===== src/rtl/obi_bridge_pkg.sv =====
// Shared types for the mem-to-OBI bridge: FIFO entry layouts and defaults.
// Tags are carried at TAG_MAX width internally; the top truncates to TAG_WIDTH.
package obi_bridge_pkg;

  localparam int MAX_OUTSTANDING_DEF = 4;
  localparam int TAG_MAX = 32;

  typedef logic [TAG_MAX-1:0] tag_t;

  typedef struct packed {
    logic rw;
    tag_t tag;
  } tag_ent_t;

  typedef struct packed {
    tag_t        tag;
    logic [31:0] data;
  } rsp_ent_t;

endpackage


===== src/rtl/obi_req_if.sv =====
// OBI request phase: master drives req/we/be/addr/wdata, slave returns gnt.
// Ports: req, we, be[3:0], addr[31:0], wdata[31:0] (master out); gnt (in).
interface obi_req_if;

  logic        req;
  logic        we;
  logic [3:0]  be;
  logic [31:0] addr;
  logic [31:0] wdata;
  logic        gnt;

  modport master (
    output req, we, be, addr, wdata,
    input  gnt
  );

  modport slave (
    input  req, we, be, addr, wdata,
    output gnt
  );

endinterface


===== src/rtl/bridge_fifo.sv =====
// Show-ahead FIFO with flop storage; push while full is accepted with a pop.
// Ports: clk, reset, i_push, i_wdata, i_pop, o_rdata, o_full, o_empty.
module bridge_fifo #(
  parameter int WIDTH = 8,
  parameter int DEPTH = 4
) (
  input  logic             clk,
  input  logic             reset,
  input  logic             i_push,
  input  logic [WIDTH-1:0] i_wdata,
  input  logic             i_pop,
  output logic [WIDTH-1:0] o_rdata,
  output logic             o_full,
  output logic             o_empty
);

  localparam int AW = (DEPTH > 1) ? $clog2(DEPTH) : 1;

  logic [AW:0]      r_wr;
  logic [AW:0]      r_rd;
  logic [WIDTH-1:0] r_mem [DEPTH];
  logic             w_push;
  logic             w_pop;

  assign o_empty = (r_wr == r_rd);
  assign o_full  = (r_wr[AW] != r_rd[AW]) &&
                   (r_wr[AW-1:0] == r_rd[AW-1:0]);
  assign w_pop   = i_pop & ~o_empty;
  // when full, the slot being written is the one being popped
  assign w_push  = i_push & (~o_full | w_pop);
  assign o_rdata = r_mem[r_rd[AW-1:0]];

  always_ff @(posedge clk or posedge reset) begin
    if (reset) begin
      r_wr <= '0;
      r_rd <= '0;
    end else begin
      if (w_push) r_wr <= r_wr + 1'b1;
      if (w_pop)  r_rd <= r_rd + 1'b1;
    end
  end

  always_ff @(posedge clk) begin
    if (w_push) r_mem[r_wr[AW-1:0]] <= i_wdata;
  end

endmodule


===== src/rtl/mem_obi_bridge.sv =====
// Bridges a valid/ready mem request/response port onto OBI, credit-limited.
// Ports: clk, reset, mem_req_*, mem_rsp_*, obi_req (master), obi_rvalid/rdata, protocol_err.
module mem_obi_bridge
  import obi_bridge_pkg::*;
#(
  parameter int TAG_WIDTH       = 8,
  parameter int MAX_OUTSTANDING = MAX_OUTSTANDING_DEF
) (
  input  logic                 clk,
  input  logic                 reset,
  input  logic                 mem_req_valid,
  output logic                 mem_req_ready,
  input  logic                 mem_req_rw,
  input  logic [3:0]           mem_req_byteen,
  input  logic [31:0]          mem_req_addr,
  input  logic [31:0]          mem_req_data,
  input  logic [TAG_WIDTH-1:0] mem_req_tag,
  output logic                 mem_rsp_valid,
  input  logic                 mem_rsp_ready,
  output logic [31:0]          mem_rsp_data,
  output logic [TAG_WIDTH-1:0] mem_rsp_tag,
  obi_req_if.master            obi_req,
  input  logic                 obi_rvalid,
  input  logic [31:0]          obi_rdata,
  output logic                 protocol_err
);

  localparam int CW = $clog2(MAX_OUTSTANDING) + 1;

  logic [CW-1:0] r_credit_cnt;
  logic          r_perr;

  logic     w_credit_ok;
  logic     w_xfer;
  logic     w_tag_empty;
  logic     w_tag_full;
  logic     w_rv_ok;
  logic     w_wr_rsp;
  logic     w_rd_rsp;
  logic     w_rsp_pop;
  logic     w_rsp_empty;
  logic     w_rsp_full;
  tag_ent_t w_tag_in;
  tag_ent_t w_tag_out;
  rsp_ent_t w_rsp_in;
  rsp_ent_t w_rsp_out;
  logic [CW-1:0] w_credit_nxt;

  assign w_credit_ok = (r_credit_cnt < CW'(MAX_OUTSTANDING));

  // reset gating keeps req low even though the cleared count reads as credit
  assign obi_req.req   = mem_req_valid & w_credit_ok & ~reset;
  assign obi_req.we    = mem_req_rw;
  assign obi_req.be    = mem_req_byteen;
  assign obi_req.addr  = mem_req_addr;
  assign obi_req.wdata = mem_req_data;

  assign mem_req_ready = obi_req.gnt & w_credit_ok & ~reset;
  assign w_xfer        = mem_req_valid & mem_req_ready;

  assign w_tag_in.rw  = mem_req_rw;
  assign w_tag_in.tag = tag_t'(mem_req_tag);

  // an rvalid against an empty tag FIFO has nothing to match and is dropped
  assign w_rv_ok  = obi_rvalid & ~w_tag_empty;
  assign w_wr_rsp = w_rv_ok & w_tag_out.rw;
  assign w_rd_rsp = w_rv_ok & ~w_tag_out.rw;

  assign w_rsp_in.tag  = w_tag_out.tag;
  assign w_rsp_in.data = obi_rdata;

  assign mem_rsp_valid = ~w_rsp_empty & ~reset;
  assign w_rsp_pop     = mem_rsp_valid & mem_rsp_ready;
  assign mem_rsp_data  = w_rsp_out.data;
  assign mem_rsp_tag   = TAG_WIDTH'(w_rsp_out.tag);
  assign protocol_err  = r_perr;

  generate
    if (TAG_WIDTH < TAG_MAX) begin : g_tag_pad
      logic w_tag_unused;
      assign w_tag_unused = ^w_rsp_out.tag[TAG_MAX-1:TAG_WIDTH];
    end
  endgenerate

  // a write response and a read pop can retire two credits in one cycle
  assign w_credit_nxt = r_credit_cnt
                      + CW'(w_xfer)
                      - CW'(w_wr_rsp)
                      - CW'(w_rsp_pop);

  bridge_fifo #(
    .WIDTH ($bits(tag_ent_t)),
    .DEPTH (MAX_OUTSTANDING)
  ) u_tag_fifo (
    .clk     (clk),
    .reset   (reset),
    .i_push  (w_xfer),
    .i_wdata (w_tag_in),
    .i_pop   (obi_rvalid),
    .o_rdata (w_tag_out),
    .o_full  (w_tag_full),
    .o_empty (w_tag_empty)
  );

  bridge_fifo #(
    .WIDTH ($bits(rsp_ent_t)),
    .DEPTH (MAX_OUTSTANDING)
  ) u_rsp_fifo (
    .clk     (clk),
    .reset   (reset),
    .i_push  (w_rd_rsp),
    .i_wdata (w_rsp_in),
    .i_pop   (w_rsp_pop),
    .o_rdata (w_rsp_out),
    .o_full  (w_rsp_full),
    .o_empty (w_rsp_empty)
  );

  logic w_full_unused;
  assign w_full_unused = w_tag_full ^ w_rsp_full;

  always_ff @(posedge clk or posedge reset) begin
    if (reset) begin
      r_credit_cnt <= '0;
      r_perr       <= 1'b0;
    end else begin
      r_credit_cnt <= w_credit_nxt;
      if (obi_rvalid & w_tag_empty) r_perr <= 1'b1;
    end
  end

endmodule

===== src/flat_wrapper.sv =====
// flat-port wrapper written by rule: the top's interface ports become plain ports
module mem_obi_bridge_flat import obi_bridge_pkg::*;
#(
  parameter int TAG_WIDTH       = 8,
  parameter int MAX_OUTSTANDING = MAX_OUTSTANDING_DEF
)
  (clk, reset, mem_req_valid, mem_req_ready, mem_req_rw, mem_req_byteen, mem_req_addr, mem_req_data, mem_req_tag, mem_rsp_valid, mem_rsp_ready, mem_rsp_data, mem_rsp_tag, obi_rvalid, obi_rdata, protocol_err, obi_req_req, obi_req_we, obi_req_be, obi_req_addr, obi_req_wdata, obi_req_gnt);
  obi_req_if obi_req_i ();
  input  logic clk;
  input  logic reset;
  input  logic mem_req_valid;
  output logic mem_req_ready;
  input  logic mem_req_rw;
  input  logic [3:0] mem_req_byteen;
  input  logic [31:0] mem_req_addr;
  input  logic [31:0] mem_req_data;
  input  logic [TAG_WIDTH-1:0] mem_req_tag;
  output logic mem_rsp_valid;
  input  logic mem_rsp_ready;
  output logic [31:0] mem_rsp_data;
  output logic [TAG_WIDTH-1:0] mem_rsp_tag;
  input  logic obi_rvalid;
  input  logic [31:0] obi_rdata;
  output logic protocol_err;
  output wire logic [$bits(obi_req_i.req)-1:0] obi_req_req;
  output wire logic [$bits(obi_req_i.we)-1:0] obi_req_we;
  output wire logic [$bits(obi_req_i.be)-1:0] obi_req_be;
  output wire logic [$bits(obi_req_i.addr)-1:0] obi_req_addr;
  output wire logic [$bits(obi_req_i.wdata)-1:0] obi_req_wdata;
  input wire logic [$bits(obi_req_i.gnt)-1:0] obi_req_gnt;
  assign obi_req_req = obi_req_i.req;
  assign obi_req_we = obi_req_i.we;
  assign obi_req_be = obi_req_i.be;
  assign obi_req_addr = obi_req_i.addr;
  assign obi_req_wdata = obi_req_i.wdata;
  assign obi_req_i.gnt = obi_req_gnt;
  mem_obi_bridge #(.TAG_WIDTH(TAG_WIDTH), .MAX_OUTSTANDING(MAX_OUTSTANDING)) u_core (.clk(clk), .reset(reset), .mem_req_valid(mem_req_valid), .mem_req_ready(mem_req_ready), .mem_req_rw(mem_req_rw), .mem_req_byteen(mem_req_byteen), .mem_req_addr(mem_req_addr), .mem_req_data(mem_req_data), .mem_req_tag(mem_req_tag), .mem_rsp_valid(mem_rsp_valid), .mem_rsp_ready(mem_rsp_ready), .mem_rsp_data(mem_rsp_data), .mem_rsp_tag(mem_rsp_tag), .obi_req(obi_req_i), .obi_rvalid(obi_rvalid), .obi_rdata(obi_rdata), .protocol_err(protocol_err));
endmodule

===== config.mk =====
export PLATFORM = sky130hd
export DESIGN_NAME = mem_obi_bridge_flat
export DESIGN_NICKNAME = d
export VERILOG_FILES = /design/src/rtl/obi_bridge_pkg.sv /design/src/rtl/obi_req_if.sv /design/src/rtl/bridge_fifo.sv /design/src/rtl/mem_obi_bridge.sv /design/src/flat_wrapper.sv
export SDC_FILE = /design/constraint.sdc
export NUM_CORES = 1
export LEC_CHECK = 0
export CORE_MARGIN = 3
export CORE_UTILIZATION = 35
export DETAILED_ROUTE_END_ITERATION = 16
export PLACE_DENSITY = 0.6
export SYNTH_ARGS = -nofsm -noshare
export SYNTH_HDL_FRONTEND = slang
export SYNTH_SLANG_ARGS = --single-unit

===== constraint.sdc =====
create_clock -name clk -period 3.5 [get_ports clk]
set_input_delay 0.7 -clock clk [delete_from_list [all_inputs] [get_ports clk]]
set_output_delay 0.7 -clock clk [all_outputs]
set_load 0.03 [all_outputs]

==> results list <==
- Leaving out fill and tap cells, the most frequent cells in the layout are edfxtp_1 (196), clkdlybuf4s50_1 (91), mux4_2 (47), clkbuf_16 (23), dfrtp_1 (14).
- The routed design has 17,030 um of wire.
- Drt via density: 4.787
- The Yosys step of the flow raised 0 warnings.
* Max cap viols: 0
- Hold path cells: 1
* Starting density of the core: 36.14%
* Synth-to-Final Area Change: 19.20%
- After synthesis, the mean cell area works out to 20.95 um^2.
- Of all cell types, the one taking the most synthesized area is edfxtp_1.
- Of the post-synthesis cell area, the dominant cell type holds 68.36%.
* Standard cell area after detailed placement: 0.009484 mm^2
- In this run, post-CTS hold repair placed 0 buffers.
- IO Pins: 228
- Register clock-pin slew on the reported worst setup and hold paths: 0.06 ns
* Syn_nets: 540
* GRT Util Overall: 12.78%
* Largest fanout on the critical path: 16
* Total negative slack for setup checks: 0 ns
- The net count of the finished layout is 588.
* Post-Place Worst Slack: 0.4628 ns
- The first routing iteration left 265 violations.
- With fillers left out, the area of the finished cells amounts to 0.01026 mm^2.
* Cells after synthesis: 411
- Tightest slew margin relative to the limit: 55.82%
- DIE HEIGHT: 162.8 um
- For met1 alone, demand over resource in global routing was 14.58%.
- First-pass GRT wire length: 25,700 um
- The region available for standard cell placement spans 0.02382 mm^2.
* Resize count post-CTS: 0
- Fraction of final layout cells sized beyond drive strength 1: 22.95%
* Data required time at the worst endpoint: 2.80 ns
- Data on the critical path arrives at its endpoint at 2.49 ns.
* Weighted congestion reported at the end of routability-driven placement: 0.7042
- The filler cells instantiated in the layout total 2,034.
- Total CTS buffers: 23
- The worst setup path is of the register to output pin kind.
- Entering global routing, the biggest net connects 28 pins.
- The min-delay analysis places its worst path in the category register to register.
- Worst reg-to-reg path cell count: 9
- First-pass DRT Iterations: 4
* Hold violation total from the final report: 0
- Count of antenna-violating nets left after detailed routing: 0
- Setup violations remaining at the end of the flow were counted as 0.
* Flops & latches, synth: 212
- Summing all multi-input logic gate instances after layout gives 0.001717 mm^2.
* Remaining routing DRC violations: 0
* Library cell used as clock root buffer: clkbuf_16
- TritonCTS built the clock tree.
* Hold_ws: 0.4830 ns
* Worst-margin pin slew: 0.6619 ns
- GRT Max-Usage Layer: met2
* Buffer depth of the longest clock path: 3
- Across the VDD grid, the largest voltage drop is 0.3925 mV.
* Worst setup skew after layout: 0.02189 ns
* Netlist cell types: 34
- Clock Sinks: 212
- Die W: 162.8 um
- Leakage power total: 0.003379 uW
* Endpoint type of the worst setup path: output pin
- Based on the critical path, the design can be clocked at up to 0.3137 GHz.
- Global routing used 22.39% of the available met2 tracks.
- H-tree Lvls: 1
- Per-cell routed wire length: 21.45 um
* Cell area power density: 882.9 mW/mm^2
- Most frequent standard cell in the layout excluding fill and tap cells: edfxtp_1
- Sequential standard cell area: 0.006291 mm^2
- Share of synthesized area occupied by flip-flops and latches: 73.01%
* IO buf count: 91
- Met3 demand-to-capacity share in global routing: 3.230%
- The number of antenna violations at the first check in global routing was 0.
- Overall die area: 0.02652 mm^2
- Cell area after technology mapping: 0.008610 mm^2
- In the post-route analysis, the smallest setup slack over all paths is 0.3122 ns.
- Largest cells by area after synthesis: edfxtp_1 (68%), mux4_2 (12%), buf_4 (6.0%)
* Number of standard-cell rows in the floorplan: 56
* Gr ovfl total: 0
* Pins Over Slew Limit: 0
* Period utilization: 91.08%
* Clk_lat worst skew: 0.50 ns
- ANT cells: 0
- Total via count after detailed routing: 3,801
- The flow ran to the end, and the final reports show no timing, DRC or antenna violations.
- Setup repair after global routing left no endpoint under its margin.
- The wire-length estimate of the detail-placed layout is 11,540 um.
- The number of global-route vias before repair is 4,219.
* Sort of element at the start of the critical path: register
- Min Clock Period, post-route: 3.188 ns
[state kept, by name, summed over array words and instances, names as in the netlist]
signal	count
u_core.u_tag_fifo.r_rd	3
u_core.r_credit_cnt	3
u_core.protocol_err	1
u_core.u_rsp_fifo.r_rd	3
u_core.u_tag_fifo.r_mem	36
u_core.u_rsp_fifo.r_wr	3
u_core.u_tag_fifo.r_wr	3
u_core.u_rsp_fifo.r_mem	160
[final timing paths]
check	startpoint	end	slack (ns)
worst max-delay path	u_core.u_rsp_fifo.r_rd[1]	mem_rsp_tag[4]	0.31
worst min-delay path	u_core.r_credit_cnt[0]	u_core.r_credit_cnt[0]	0.48
worst max register to register	u_core.u_tag_fifo.r_rd[1]	u_core.r_credit_cnt[2]	0.65
worst min register to register	u_core.r_credit_cnt[0]	u_core.r_credit_cnt[0]	0.48
max in group asynchronous	reset	u_core.u_rsp_fifo.r_rd[0]	2.30
min in group asynchronous	reset	u_core.u_tag_fifo.r_rd[2]	0.71
[stage by stage]
step	instances	total power (uW)	util, %
final	794	9060	43.08
after global routing	794	9529	43.08
after CTS	792	9193	42.96
after detailed placement	751	6786	39.81
after global placement	751	6703	39.81
after floorplan	411	5740	-
[layout make-up]
class	instances	share of cell area [%]
timing repair buffer	104	10.44
sequential	212	61.30
multi-input combinational	109	16.73
clock inverter	12	1.390
inverter	9	0.3292
clock buffer	29	5.925
tap	319	3.889
[kinds of logic after synthesis]
group | count (synthesis) | share of synthesized area [%]
adder cells (fa/ha/maj) | 14 | 2.122
buffers and inverters | 90 | 7.092
AO/OA/AOI/OAI | 8 | 1.206
flip-flops | 212 | 73.01
multiplexers | 51 | 13.17
AND/OR/NAND/NOR | 18 | 1.395
XOR/XNOR | 18 | 2.006
[synth_stat cells]
cell / n
buf_2: 5
xor2_2: 1
a31oi_1: 1
buf_4: 69
xor2_1: 5
nand4bb_1: 1
and2_2: 1
nand2_1: 3
xnor2_2: 1
ha_1: 13
or2b_2: 1
a41oi_4: 1
a31oi_2: 1
clkbuf_1: 6
a31oi_4: 1
edfxtp_1: 196
mux4_1: 2
o21ai_0: 1
mux2_2: 1
inv_1: 9
a41oi_2: 1
nor3b_1: 2
a41o_1: 1
fa_1: 1
and3_1: 3
nand3_1: 1
o21ai_1: 1
mux2_1: 1
and2_1: 5
buf_6: 1
and3_4: 1
dfrtp_1: 16
xnor2_1: 11
mux4_2: 47
[power by group]
group	internal, uW	switching [uW]
Sequential	3280	227
Combinational	1460	1710
Clock	1450	923
[per-layer routing]
metal / routed length, um / share of wire (%) / up-vias
met4: 811 / 4.8 / 0
li1: - / - / 1648
met2: 8753 / 51 / 137
met1: 6226 / 37 / 1931
met5: 0 / 0 / -
met3: 1240 / 7.3 / 85
[critical path: stages (launching register included)]
cell and delay [ns]:
dfrtp_2 0.63, buf_4 0.33, mux4_2 0.39, clkdlybuf4s50_1 0.63
[repair_timing]
action,4_1_cts,5_1_grt
endpoints found under the hold margin,0,0
endpoints found under the setup margin,0,1
setup buffers,0,2
Power figures use the tool's default switching activity.
